`config.mk`:
```
export PLATFORM = sky130hd
export DESIGN_NAME = mips_data_mem_responder
export DESIGN_NICKNAME = d
export VERILOG_FILES = /design/src/rtl/mips_data_mem_responder.sv
export SDC_FILE = /design/constraint.sdc
export NUM_CORES = 2
export LEC_CHECK = 0
export CAP_MARGIN = 20
export CELL_PAD_IN_SITES_DETAIL_PLACEMENT = 0
export CELL_PAD_IN_SITES_GLOBAL_PLACEMENT = 1
export CORE_MARGIN = 4
export CORE_UTILIZATION = 35
export CTS_CLUSTER_SIZE = 20
export DETAILED_ROUTE_END_ITERATION = 7
export PLACE_DENSITY_LB_ADDON = 0.1
export SLEW_MARGIN = 20
export SYNTH_ARGS = -nofsm -noshare
export SYNTH_HDL_FRONTEND = slang
export SYNTH_SLANG_ARGS = --single-unit
```
`constraint.sdc`:
```
create_clock -name clk -period 3.23 [get_ports clk]
set_clock_uncertainty 0.05 [all_clocks]
set_input_delay 0.646 -clock clk [delete_from_list [all_inputs] [get_ports clk]]
set_output_delay 0.646 -clock clk [all_outputs]
set_load 0.02 [all_outputs]
```
`src/rtl/mips_data_mem_responder.sv`:
```
// mips_data_mem_responder: word-organized data memory responder for the multicycle MIPS core data port
module mips_data_mem_responder #(
   parameter int DATA_WIDTH = 32,
   parameter int ADDR_WIDTH = 32,
   parameter logic [ADDR_WIDTH-1:0] BASE_ADDR = 32'h1001_0000,
   parameter int DEPTH_WORDS = 64
) (
   input  logic                  clk,
   input  logic                  reset,
   input  logic                  req_valid,
   input  logic                  req_we,
   input  logic [ADDR_WIDTH-1:0] req_addr,
   input  logic [DATA_WIDTH-1:0] req_wdata,
   output logic                  req_ready,
   output logic                  rsp_valid,
   output logic [DATA_WIDTH-1:0] rsp_rdata,
   output logic                  rsp_err,
   output logic                  busy,
   output logic [15:0]           access_count
);
   localparam int IW = $clog2(DEPTH_WORDS);
   typedef enum logic [1:0] {IDLE, ACCESS, RESP} state_t;
   state_t state;
   logic [DATA_WIDTH-1:0] mem [DEPTH_WORDS];
   logic [ADDR_WIDTH-1:0] offset;
   logic borrow, legal, we_q, legal_q;
   logic [IW-1:0] idx_q;
   logic [DATA_WIDTH-1:0] wdata_q;
   assign {borrow, offset} = {1'b0, req_addr} - {1'b0, BASE_ADDR};
   assign legal = !borrow && (req_addr[1:0] | offset[1:0]) == 2'b00 && offset[ADDR_WIDTH-1:IW+2] == '0;
   assign req_ready = state == IDLE;
   assign rsp_valid = state == RESP;
   assign busy = state != IDLE;
   // request FSM: capture on accept, read in ACCESS, respond and count in RESP
   always_ff @(posedge clk or negedge reset)
      if (!reset) begin
         state <= IDLE;
         we_q <= 1'b0;
         legal_q <= 1'b0;
         idx_q <= '0;
         wdata_q <= '0;
         rsp_rdata <= '0;
         rsp_err <= 1'b0;
         access_count <= '0;
      end else
         case (state)
            IDLE: if (req_valid) begin
               state <= ACCESS;
               we_q <= req_we;
               legal_q <= legal;
               idx_q <= offset[IW+1:2];
               wdata_q <= req_wdata;
            end
            ACCESS: begin
               state <= RESP;
               rsp_rdata <= legal_q && !we_q ? mem[idx_q] : '0;
               rsp_err <= !legal_q;
            end
            RESP: begin
               state <= IDLE;
               rsp_rdata <= '0;
               rsp_err <= 1'b0;
               if (!rsp_err && access_count != 16'hFFFF) access_count <= access_count + 16'd1;
            end
            default: state <= IDLE;
         endcase
   // store commits on the edge leaving ACCESS; an aborting reset has already forced IDLE
   always_ff @(posedge clk)
      if (state == ACCESS && legal_q && we_q) mem[idx_q] <= wdata_q;
endmodule

```
==> flow_metrics.tcl <==
set metrics [dict create \
    status "completed" \
    final_util 0.425 \
    antenna_found_initial 10 \
    dp_slack_ns -0.424 \
    p_seq_frac 0.395 \
    overflow 0 \
    port_buffers 119 \
    cp_slowest_cell "dfrtp_4" \
    pwr_density_cell_nw_per_um2 948 \
    drv_cap 0 \
    ios 120 \
    grt_start_max_net_pins 83 \
    rsz0062_at_grt "false" \
    synth_ff_type "edfxtp_1" \
    drt-total-wl_um 306000 \
    cts_tree "done" \
    grt_pass1_wl_um 420000 \
    slowest_delay_ns 0.45 \
    drtIter0Drc 5187 \
    dieWidth_um 491 \
    cp_max_fo 32 \
    worst-path-buf-inv 5 \
    nFillCells 20704 \
    rows 177 \
    wl_per_cell_um 35.9 \
    period_minus_slack_ns 3.16 \
    yosysWarnings 0 \
    coreArea_sq_um 232000 \
    vias_per_cell 5.84 \
    total_power_mw 93.7 \
    die_height_um 491 \
    ff2ff_setup_slack_ns 0.07 \
    crit-reg2reg-launch "idx_q[2]" \
    insertion_delay_ns 0.84 \
    crit_type "register to register" \
    slew_headroom 0.242 \
    cp_num_cells 7 \
    fin_crit_sh 0.979 \
    cp_top_family "buffers and inverters" \
    netSwitchingFraction 0.367 \
    clk_path_buf_depth 3 \
    finalHoldViolCount 0 \
    cts_buffers 226 \
    drt_pre_antenna_iters 5 \
    p_int_mw 59.4 \
    ant_nets 0 \
    synth_area_per_cell_sq_um 17.2 \
    initial_core_util 0.351 \
    ys_async_sr_fraction 0.0425 \
    clkTransAtPathRegs_ns 0.06 \
    setup_violations 0 \
    synth_seq_cells 2139 \
    area_delta_synth_final_pct 21.1 \
    arrival_ns 3.61 \
    die-area_sq_um 241000 \
    tightest_slew_ns 1.14 \
    ys_types 75 \
    pwr-share-clk 0.269 \
    ir_drop_mv 0.564 \
    h-tree-depth 4 \
    power_frac_comb 0.336 \
    vias 49795 \
    whs_ns 0.348 \
    r2r-end "mem[60][4]" \
    clock-sinks 2139 \
    multi_input_area_sq_um 16700 \
    register_area_sq_um 63800 \
    p_leak_nw 31.5 \
    p_switching_mw 34.4 \
    syn_inst 4736 \
    dpl_cell_area_sq_um 91600 \
    cp-endpoint "mem[60][4]" \
    post-route-drc-count 0 \
    cts.root.buffer_cell "clkbuf_16" \
    fin_area_sq_um 98800 \
    gp_congestion 0.843 \
    ys_seq_area_frac 0.781 \
    required_ns 3.68 \
    crit_top_cell "buf_4" \
    grtUsageTotal 0.248 \
    synth_fp_nets 4809 \
    maxSlewViolCount 0 \
    place_hpwl_um 193000 \
    nets 5354 \
    syn_area_sq_um 81600 \
    synth_edf_count 2048 \
    hold_path_class "input pin to async pin" \
    crit_chain "buf_12 > buf_12 > buf_4 > nand3_1 > buf_4 > nor2_4 > buf_4" \
    start_kind "register" \
    layout_setup_ws_ns 0.0672 \
    fmax_mhz 316 \
    r2r_cells 7 \
    grt_pass1_vias 49144 \
    end_kind "register" \
    critPathLaunch "idx_q[2]" \
    drive_gt1_frac 0.208 \
]
## power groups by stage
stage               registers (mW)  logic [mW]  clock network (mW)
floorplan                     37.4        14.0                   0
global placement              37.6        31.6                   0
detailed placement            37.7        31.6                   0
CTS                           37.1        31.8                25.7
global route                  37.1        33.0                26.8
finish                        37.0        31.5                25.2
## sequential cells by signal, indices dropped and copies added, names as in the netlist
signal	flops
idx_q	6
we_q	1
legal_q	1
state	2
rsp_rdata	32
rsp_err	1
access_count	16
mem	2048
wdata_q	32
## routing by layer
layer / up-vias / global-route usage / share of wire
met1: 26742 / 0.338 / 0.42
met4: 0 / 0.0852 / 0.038
met2: 1762 / 0.410 / 0.48
li1: 20856 / - / -
met3: 435 / 0.0347 / 0.054
met5: - / 0 / 0
## worst min path at each step
| stage | slack [ns] | end |
|---|---|---|
| after CTS | 0.30 | wdata_q[13] |
| after global placement | 0.43 | access_count[8] |
| after floorplan | 0.30 | access_count[0] |
| after global routing | 0.33 | wdata_q[0] |
| after detailed placement | 0.44 | access_count[10] |
| final | 0.35 | access_count[12] |
## layout make-up
type / count / area share
timing repair buffer: 680 / 0.0744
clock buffer: 303 / 0.0630
sequential: 2139 / 0.646
tap: 3043 / 0.0385
antenna: 2 / 0.0000506
clock inverter: 121 / 0.00888
multi-input combinational: 2226 / 0.169
inverter: 8 / 0.000405
## cells in the mapped netlist, types with 8 or more instances
master,number,area [sq um]
buf_1,57,214
nand4_1,33,206
dfrtp_1,91,2280
mux4_2,9,203
o22a_1,21,184
a211oi_1,39,293
a31oi_1,10,62.6
nor3_1,63,315
o221ai_1,13,114
nor2_1,253,950
a222oi_1,18,180
nor2b_1,20,125
buf_6,15,169
mux2_2,121,1360
o21bai_1,8,60.1
a22o_1,18,158
buf_2,148,741
a22oi_1,405,3040
a2bb2oi_1,11,96.3
nand2_1,80,300
or3_1,11,68.8
a21oi_1,95,475
o21ai_0,160,801
o32ai_1,10,87.6
clkbuf_1,121,454
buf_4,22,165
nand3_1,18,90.1
o32a_1,13,130
mux2i_1,139,1390
o22ai_1,146,913
nor4_1,15,93.8
edfxtp_1,2048,61500
a221o_1,10,100
a221oi_1,322,2820
o2bb2ai_1,45,394
o2111ai_1,13,114
o21a_1,9,67.6
## kinds of logic after synthesis
logic type,after synthesis,synth area share
flops,2139,0.781
compound gates,1399,0.127
simple gates,540,0.0311
buf+inv,371,0.0217
mux,269,0.0362
xor+xnor,13,0.00140
fa+ha+maj,5,0.000767
## per-stage QoR
step | setup TNS (ns) | instances
CTS | 0 | 8513
global placement | -0.605 | 8088
detailed placement | -0.789 | 8088
global route | 0 | 8520
finish | 0 | 8522
floorplan | -232.49 | 4736
## cell usage in the layout, fill, tap and decap left out, types with 39 or more instances in the layout
cell             Yosys  routed
nand2_1             80      77
edfxtp_1          2048    2048
o21ai_0            160     157
clkdlybuf4s50_1      0     117
mux2i_1            139     139
nor2_1             253     188
o22ai_1            146     146
a211oi_1            39      39
o2bb2ai_1           45      45
clkbuf_16            0     233
clkbuf_1           121      57
dfrtp_1             91      56
clkinv_1             0      53
clkinv_2             0      46
a21oi_1             95      95
buf_12               0     155
nor3_1              63      61
a22oi_1            405     405
mux2_2             121     121
nor2_4               0      66
a221oi_1           322     320
buf_4               22     405
## what timing repair did
| item | CTS | global route |
|---|---|---|
| gates resized for setup | 10 | 1 |
| hold buffers | 1 | 0 |
| setup buffers | 0 | 7 |
| endpoints found under the hold margin | 61 | 0 |
| endpoints found under the setup margin | 9 | 2 |
No activity file was read; power rests on OpenSTA's default activity.
